==> src/rtl/unidad_multdiv_pkg.sv <==
// -----------------------------------------------------------------------------
// unidad_multdiv_pkg
// Shared constants and types for the iterative multiply/divide unit:
//   - ANCHO_DEF : default operand/result width
//   - ITER      : iterations per operation (one result bit per cycle)
//   - CNT_W     : width of the iteration counter
//   - OP_*      : operation encodings carried on the 2-bit 'op' port
//   - estado_t  : control FSM states
//   - es_div / es_signado : decode helpers for the op field
// -----------------------------------------------------------------------------
package unidad_multdiv_pkg;

    localparam int ANCHO_DEF = 32;
    localparam int ITER      = 32;
    localparam int CNT_W     = 5;

    localparam logic [1:0] OP_MULT  = 2'b00;
    localparam logic [1:0] OP_MULTU = 2'b01;
    localparam logic [1:0] OP_DIV   = 2'b10;
    localparam logic [1:0] OP_DIVU  = 2'b11;

    typedef enum logic [1:0] {
        IDLE = 2'd0,
        CALC = 2'd1,
        FIN  = 2'd2
    } estado_t;

    // Bit 1 of the opcode selects divide, bit 0 selects unsigned.
    function automatic logic es_div(input logic [1:0] op);
        return op[1];
    endfunction

    function automatic logic es_signado(input logic [1:0] op);
        return ~op[0];
    endfunction

endpackage

==> src/rtl/unidad_multdiv_abs_signo.sv <==
// -----------------------------------------------------------------------------
// abs_signo
// Combinational magnitude/sign extraction with an optional forced negate.
//   din       in  W  value to condition
//   con_signo in  1  treat din as two's complement (extract its sign)
//   negar     in  1  additionally negate the result
//   dout      out W  din, negated when (extracted sign XOR negar) is set
//   signo     out 1  sign bit of din when con_signo=1, else 0
// Used with con_signo=1/negar=0 to take |x| of an operand, and with
// con_signo=0/negar=cond to apply sign correction to a result.
// -----------------------------------------------------------------------------
module abs_signo #(
    parameter int W = 32
) (
    input  logic [W-1:0] din,
    input  logic         con_signo,
    input  logic         negar,
    output logic [W-1:0] dout,
    output logic         signo
);

    localparam logic [W-1:0] UNO = {{(W-1){1'b0}}, 1'b1};

    assign signo = con_signo & din[W-1];
    assign dout  = (signo ^ negar) ? (~din + UNO) : din;

endmodule

==> src/rtl/unidad_multdiv.sv <==
// -----------------------------------------------------------------------------
// unidad_multdiv
// Iterative 32-bit multiply/divide unit with HI/LO result registers.
// One result bit per cycle: 32 CALC cycles + 1 FIN cycle, result and done
// visible 34 cycles after the start is accepted.
//   clk    in  1      rising-edge clock
//   rst    in  1      synchronous active-high reset
//   start  in  1      launch op (only honoured in IDLE, wins over mt_*)
//   op     in  2      00 MULT, 01 MULTU, 10 DIV, 11 DIVU
//   a      in  ANCHO  multiplicand / dividend / mt_* write data
//   b      in  ANCHO  multiplier / divisor
//   mt_hi  in  1      IDLE write of a into HI
//   mt_lo  in  1      IDLE write of a into LO
//   hi     out ANCHO  product high half / remainder
//   lo     out ANCHO  product low half / quotient
//   busy   out 1      operation in progress
//   done   out 1      one-cycle pulse when HI/LO hold a new result
// -----------------------------------------------------------------------------
module unidad_multdiv
    import unidad_multdiv_pkg::*;
#(
    parameter int ANCHO = ANCHO_DEF
) (
    input  logic             clk,
    input  logic             rst,
    input  logic             start,
    input  logic [1:0]       op,
    input  logic [ANCHO-1:0] a,
    input  logic [ANCHO-1:0] b,
    input  logic             mt_hi,
    input  logic             mt_lo,
    output logic [ANCHO-1:0] hi,
    output logic [ANCHO-1:0] lo,
    output logic             busy,
    output logic             done
);

    localparam int AW = 2 * ANCHO;

    // ---------------------------------------------------------------- state
    estado_t            estado_q, estado_d;
    logic [CNT_W-1:0]   cnt_q, cnt_d;
    logic [AW-1:0]      acc_q, acc_d;       // shared product / {rem, quot}
    logic [ANCHO-1:0]   opnd_q, opnd_d;     // |multiplicand| or |divisor|
    logic [1:0]         op_q, op_d;
    logic               sa_q, sa_d;         // sign of a (0 for unsigned ops)
    logic               sb_q, sb_d;         // sign of b (0 for unsigned ops)
    logic               bcero_q, bcero_d;   // divisor was zero
    logic [ANCHO-1:0]   hi_q, hi_d;
    logic [ANCHO-1:0]   lo_q, lo_d;
    logic               busy_q, busy_d;
    logic               done_q, done_d;

    // ---------------------------------------------------- operand conditioning
    logic               signado_in;
    logic [ANCHO-1:0]   mag_a, mag_b;
    logic               sgn_a, sgn_b;

    assign signado_in = es_signado(op);

    abs_signo #(.W(ANCHO)) u_abs_a (
        .din       (a),
        .con_signo (signado_in),
        .negar     (1'b0),
        .dout      (mag_a),
        .signo     (sgn_a)
    );

    abs_signo #(.W(ANCHO)) u_abs_b (
        .din       (b),
        .con_signo (signado_in),
        .negar     (1'b0),
        .dout      (mag_b),
        .signo     (sgn_b)
    );

    // ------------------------------------------------------- iteration steps
    // Multiply: add the multiplicand into the upper half when the current
    // multiplier bit (acc LSB) is set, then shift the 65-bit result right.
    logic [ANCHO:0]     mul_suma;
    logic [ANCHO:0]     mul_sumando;
    logic [AW-1:0]      mul_paso;

    assign mul_sumando = acc_q[0] ? {1'b0, opnd_q} : '0;
    assign mul_suma    = {1'b0, acc_q[AW-1:ANCHO]} + mul_sumando;
    assign mul_paso    = {mul_suma, acc_q[ANCHO-1:1]};

    // Restoring divide: upper half is the partial remainder, lower half
    // shifts the dividend out and quotient bits in. The shifted remainder
    // needs ANCHO+1 bits; one extra guard bit exposes the borrow.
    logic [ANCHO:0]     rem_desp;
    logic [ANCHO+1:0]   div_resta;
    logic               div_ok;
    logic [ANCHO-1:0]   rem_nuevo;
    logic [AW-1:0]      div_paso;

    assign rem_desp  = {acc_q[AW-1:ANCHO], acc_q[ANCHO-1]};
    assign div_resta = {1'b0, rem_desp} - {2'b00, opnd_q};
    assign div_ok    = ~div_resta[ANCHO+1];
    // With a zero divisor every step "succeeds": quotient fills with ones
    // and the remainder ends up equal to the dividend magnitude.
    assign rem_nuevo = div_ok ? div_resta[ANCHO-1:0] : rem_desp[ANCHO-1:0];
    assign div_paso  = {rem_nuevo, acc_q[ANCHO-2:0], div_ok};

    // ----------------------------------------------------- result correction
    logic [AW-1:0]      prod_corr;
    logic [ANCHO-1:0]   quot_corr, rem_corr;
    logic               signo_unused_p, signo_unused_q, signo_unused_r;

    abs_signo #(.W(AW)) u_corr_prod (
        .din       (acc_q),
        .con_signo (1'b0),
        .negar     (sa_q ^ sb_q),
        .dout      (prod_corr),
        .signo     (signo_unused_p)
    );

    // Division by zero keeps the all-ones quotient regardless of signs.
    abs_signo #(.W(ANCHO)) u_corr_quot (
        .din       (acc_q[ANCHO-1:0]),
        .con_signo (1'b0),
        .negar     ((sa_q ^ sb_q) & ~bcero_q),
        .dout      (quot_corr),
        .signo     (signo_unused_q)
    );

    // Remainder follows the dividend's sign.
    abs_signo #(.W(ANCHO)) u_corr_rem (
        .din       (acc_q[AW-1:ANCHO]),
        .con_signo (1'b0),
        .negar     (sa_q),
        .dout      (rem_corr),
        .signo     (signo_unused_r)
    );

    // ------------------------------------------------------- next-state logic
    always_comb begin
        estado_d = estado_q;
        cnt_d    = cnt_q;
        acc_d    = acc_q;
        opnd_d   = opnd_q;
        op_d     = op_q;
        sa_d     = sa_q;
        sb_d     = sb_q;
        bcero_d  = bcero_q;
        hi_d     = hi_q;
        lo_d     = lo_q;
        done_d   = 1'b0;

        case (estado_q)
            IDLE: begin
                if (start) begin
                    op_d     = op;
                    sa_d     = sgn_a;
                    sb_d     = sgn_b;
                    bcero_d  = (b == '0);
                    cnt_d    = '0;
                    estado_d = CALC;
                    if (es_div(op)) begin
                        opnd_d = mag_b;
                        acc_d  = {{ANCHO{1'b0}}, mag_a};
                    end else begin
                        opnd_d = mag_a;
                        acc_d  = {{ANCHO{1'b0}}, mag_b};
                    end
                end else begin
                    if (mt_hi) hi_d = a;
                    if (mt_lo) lo_d = a;
                end
            end

            CALC: begin
                acc_d = es_div(op_q) ? div_paso : mul_paso;
                cnt_d = cnt_q + 1'b1;
                if (cnt_q == CNT_W'(ITER - 1)) estado_d = FIN;
            end

            FIN: begin
                if (es_div(op_q)) begin
                    hi_d = rem_corr;
                    lo_d = quot_corr;
                end else begin
                    hi_d = prod_corr[AW-1:ANCHO];
                    lo_d = prod_corr[ANCHO-1:0];
                end
                done_d   = 1'b1;
                estado_d = IDLE;
            end

            default: estado_d = IDLE;
        endcase

        busy_d = (estado_d != IDLE);
    end

    // ------------------------------------------------------------- registers
    always_ff @(posedge clk) begin
        if (rst) begin
            estado_q <= IDLE;
            cnt_q    <= '0;
            acc_q    <= '0;
            opnd_q   <= '0;
            op_q     <= OP_MULT;
            sa_q     <= 1'b0;
            sb_q     <= 1'b0;
            bcero_q  <= 1'b0;
            hi_q     <= '0;
            lo_q     <= '0;
            busy_q   <= 1'b0;
            done_q   <= 1'b0;
        end else begin
            estado_q <= estado_d;
            cnt_q    <= cnt_d;
            acc_q    <= acc_d;
            opnd_q   <= opnd_d;
            op_q     <= op_d;
            sa_q     <= sa_d;
            sb_q     <= sb_d;
            bcero_q  <= bcero_d;
            hi_q     <= hi_d;
            lo_q     <= lo_d;
            busy_q   <= busy_d;
            done_q   <= done_d;
        end
    end

    assign hi   = hi_q;
    assign lo   = lo_q;
    assign busy = busy_q;
    assign done = done_q;

endmodule

==> config.mk <==
export PLATFORM = sky130hd
export DESIGN_NAME = unidad_multdiv
export DESIGN_NICKNAME = d
export VERILOG_FILES = /design/src/rtl/unidad_multdiv_pkg.sv /design/src/rtl/unidad_multdiv_abs_signo.sv /design/src/rtl/unidad_multdiv.sv
export SDC_FILE = /design/constraint.sdc
export NUM_CORES = 1
export LEC_CHECK = 0
export CORE_MARGIN = 4
export CORE_UTILIZATION = 53
export DETAILED_ROUTE_END_ITERATION = 10
export PLACE_DENSITY = 0.78
export SLEW_MARGIN = 5
export SYNTH_ARGS = -nofsm -noshare
export SYNTH_HDL_FRONTEND = slang
export SYNTH_SLANG_ARGS = --single-unit
==> constraint.sdc <==
create_clock -name clk -period 3.35 [get_ports clk]
set_input_delay 0.5025 -clock clk [delete_from_list [all_inputs] [get_ports clk]]
set_output_delay 0.5025 -clock clk [all_outputs]
set_load 0.005 [all_outputs]
==> reports/qor.yml, run 1 <==
status: "finished, final reports clean"
num_vias: 15530
vias_per_cell: 6.560
grt_max_degree: 104
yosysMostFrequentCell: "nor2_1"
synth_commonest_cells: "231 x nor2_1, 173 x dfxtp_1, 155 x a21oi_1"
synthFlopType: "dfxtp_1"
cp_num_buf_inv: 2
cap_violations: 0
crit_fanout: 5
synth.yosys.seq_area_share_pct: 24.89
drive_gt1_share_pct: 11.66
std_cell_rows: 59
max_stage_delay_ns: 0.37
hold_violations: 0
htree_levels: 4
crit_top_cell: "a21oi_1"
hpwl_mm: 38.13
synthXorXnorAreaFrac_pct: 11.08
grt_use_total_pct: 33.53
core-area_um2: 25910
cts_buffer_depth: 2
syn_area_um2: 13910
worst_setup_path_start_kind: "flip-flop"
initial_core_util_pct: 53.69
grt_pass1_vias: 14400
hp-class: "flip-flop to flip-flop"
postRouteAntennaNets: 0
synth-adder-area-share_pct: 6.583
syn_area_per_cell_um2: 7.577
yosys.cell_types.count: 75
cellPowerDensity_nw_per_um2: 365.3
min_path_cells: 2
die_area_um2: 28910
route.detailed.drc: 0
synth_compound_area_share_pct: 28.39
power.leakage_uw: 0.006795
fmaxAchievable_mhz: 304.8
whs_ns: 0.4533
overflow: 0
cts_hold_buf: 0
synth.area.mux_share_pct: 5.621
relSlewSlack_pct: 32.06
place_congestion: 1.004
nets: 2162
firstDrtPassIters: 6
n_fill_cell: 2162
timing.final.ws_setup_ns: 0.06923
cts.sinks: 173
synth.yosys.warnings: 0
antenna_found_initial: 0
cts_tree: "yes"
antenna_cells: 0
slew_violations: 0
synthArstFlopShare_pct: 0
cp_data_required_time_ns: 3.68
peakVddDrop_mv: 0.3597
portBuffers: 136
setup_viol: 0
grt_first_pass_wirelength_mm: 77.84
period_minus_slack_ns: 3.281
path_cells: "inv_1, ha_1, buf_4, a21oi_1, nand4_1, nor3_1, o21ai_1, a21oi_1, or2_1, o21a_2, nand3_1, a311oi_1"
worst_slew_pin_slew_ns: 1.019
die_x_um: 170.0
regArea_um2: 3468
cp_num_cells: 12
synth_top_family_by_area: "compound AO/OA/AOI/OAI gates"
setup.worst_path.class: "flip-flop to flip-flop"
boundaryPins: 137
multi_input_comb_area_um2: 9794
post-route-period-util_pct: 97.93
synthesis.nets: 1979
dieHeight_um: 170.0
cpLargestDelayFamily: "compound AO/OA/AOI/OAI gates"
slowest_stage: "a311oi_1"
drt-total-wl_mm: 51.00
rr_worst_depth: 12
synth-simple-area-share_pct: 18.10
pre_cts_ws_ns: -0.1848
syn_inst: 1836
cts_buffers: 17
skew_ns: 0.01178
rsz0062_at_grt: "false"
ys_ff_latch: 173
synthTopCellsByArea: "dfxtp_1 25%, xnor2_1 6.7%, ha_1 6.3%, nor2_1 6.2%, a21oi_1 5.6%"
synth_top_area_cell: "dfxtp_1"
drt-initial-drc-count: 2031
cts_root_buf: "clkbuf_16"
critPathCaptureType: "flip-flop"
worst_skew_pair.late_latency_ns: 0.44
synth_top_cell_area_share_pct: 24.89
cp_data_arrival_time_ns: 3.61
synth_edf_count: 0
clk_pin_slew_worst_paths_ns: 0.07
syn2layout_area_growth_pct: 22.79
drt-wirelength-per-cell_um: 21.55
[final cells by class]
cell class | instances | share of cell area (%)
Sequential cell | 173 | 20.30
Tap cell | 335 | 2.454
Clock buffer | 19 | 2.651
Multi-Input combinational cell | 1468 | 57.34
Inverter | 72 | 1.604
Clock inverter | 13 | 0.9229
Timing Repair Buffer | 287 | 14.73
[logic make-up (layout without fill, tap and decap cells)]
| family | after synthesis | count (layout) |
|---|---|---|
| XOR/XNOR | 176 | 176 |
| AND/OR/NAND/NOR | 545 | 545 |
| buffers and inverters | 195 | 391 |
| AO/OA/AOI/OAI | 597 | 597 |
| multiplexers | 78 | 78 |
| flip-flops | 173 | 173 |
| adder cells (fa/ha/maj) | 72 | 72 |
[worst reg2reg max path: cells and delay by family (launching register included)]
kind | cells | cell delay (ns)
buffers and inverters | 2 | 0.25
flip-flops | 1 | 0.33
adder cells (fa/ha/maj) | 1 | 0.34
AO/OA/AOI/OAI | 5 | 1.35
AND/OR/NAND/NOR | 4 | 0.91
[per-stage QoR]
step	util, %	cells	instance area [um^2]	total power [uW]	TNS (ns)
global route	65.93	2367	17080	6455	0
detailed placement	63.21	2333	16380	4103	-1.556
floorplan	-	1836	13910	3415	0
finish	65.93	2367	17080	6240	0
CTS	65.57	2365	16990	6179	0
global placement	63.21	2333	16380	4073	-0.6089
[layout by cell type, fill, tap and decap left out, types with 12 or more instances in the layout]
cell             synthesis  final
mux2i_1                 77     77
o21ai_1                 12     14
nor3_1                  52     52
nand2b_1                12     12
o31ai_1                 19     19
o211ai_1                20     20
a21o_1                  30     30
nor2_1                 231    229
o21ai_0                 91     89
a22oi_1                 63     63
ha_1                    70     68
o22ai_1                 52     52
or3_1                   17     17
nand2_1                126    126
clkbuf_16                0     17
nand3_1                 23     22
a21oi_1                155    152
and2_1                  13     12
buf_4                    0    149
a211oi_1                29     29
a222oi_1                24     24
a31oi_1                 18     18
xnor2_1                106    106
xor2_1                  70     70
clkdlybuf4s50_1          0    134
dfxtp_1                173    171
inv_1                   71     69
[per-layer routing]
metal	share of wire (%)	global-route usage (%)	vias to the layer above
li1	-	-	7076
met1	39	43.48	7232
met2	43	52.43	994
met3	10	6.156	226
met4	7.0	19.31	0
met5	0	0	-
[worst paths after layout]
path | startpoint | endpoint | slack (ns)
hold reg to reg | opnd_q[7] | opnd_q[7] | 0.45
setup reg to reg | opnd_q[5] | acc_q[32] | 0.07
setup / recovery | opnd_q[5] | acc_q[32] | 0.07
hold / removal | opnd_q[7] | opnd_q[7] | 0.45
[flip-flops by register name, summed over array words and instances, names as in the netlist]
name and count:
done 1, sb_q 1, hi 32, op_q 1, cnt_q 5, bcero_q 1
acc_q 64, estado_q 2, sa_q 1, opnd_q 32, busy 1, lo 32
[report_power, final]
group | internal, uW | leakage (uW) | switching, uW | total, uW
Combinational | 798 | 0.00508 | 1050 | 1850
Sequential | 2160 | 0.00141 | 121 | 2280
Clock | 1160 | 0.000297 | 948 | 2110
[timing repair]
item,4_1_cts,5_1_grt
resized for setup,0,22
setup buffers,0,2
setup endpoints to repair,0,28
Note: power is estimated with default switching activity, not from simulation.
==> inputs of run 2 (changes only) <==
- SLEW_MARGIN: 5 -> 20
- TNS_END_PERCENT: not set -> 10
==> results of run 2 <==
Same layout as run 1: the final DEF is identical, and so are final timing and power.
==> inputs of run 3 (changes only) <==
- CTS_CLUSTER_DIAMETER: not set -> 80
==> results of run 3 <==
Same layout as run 1: the final DEF is identical, and so are final timing and power.
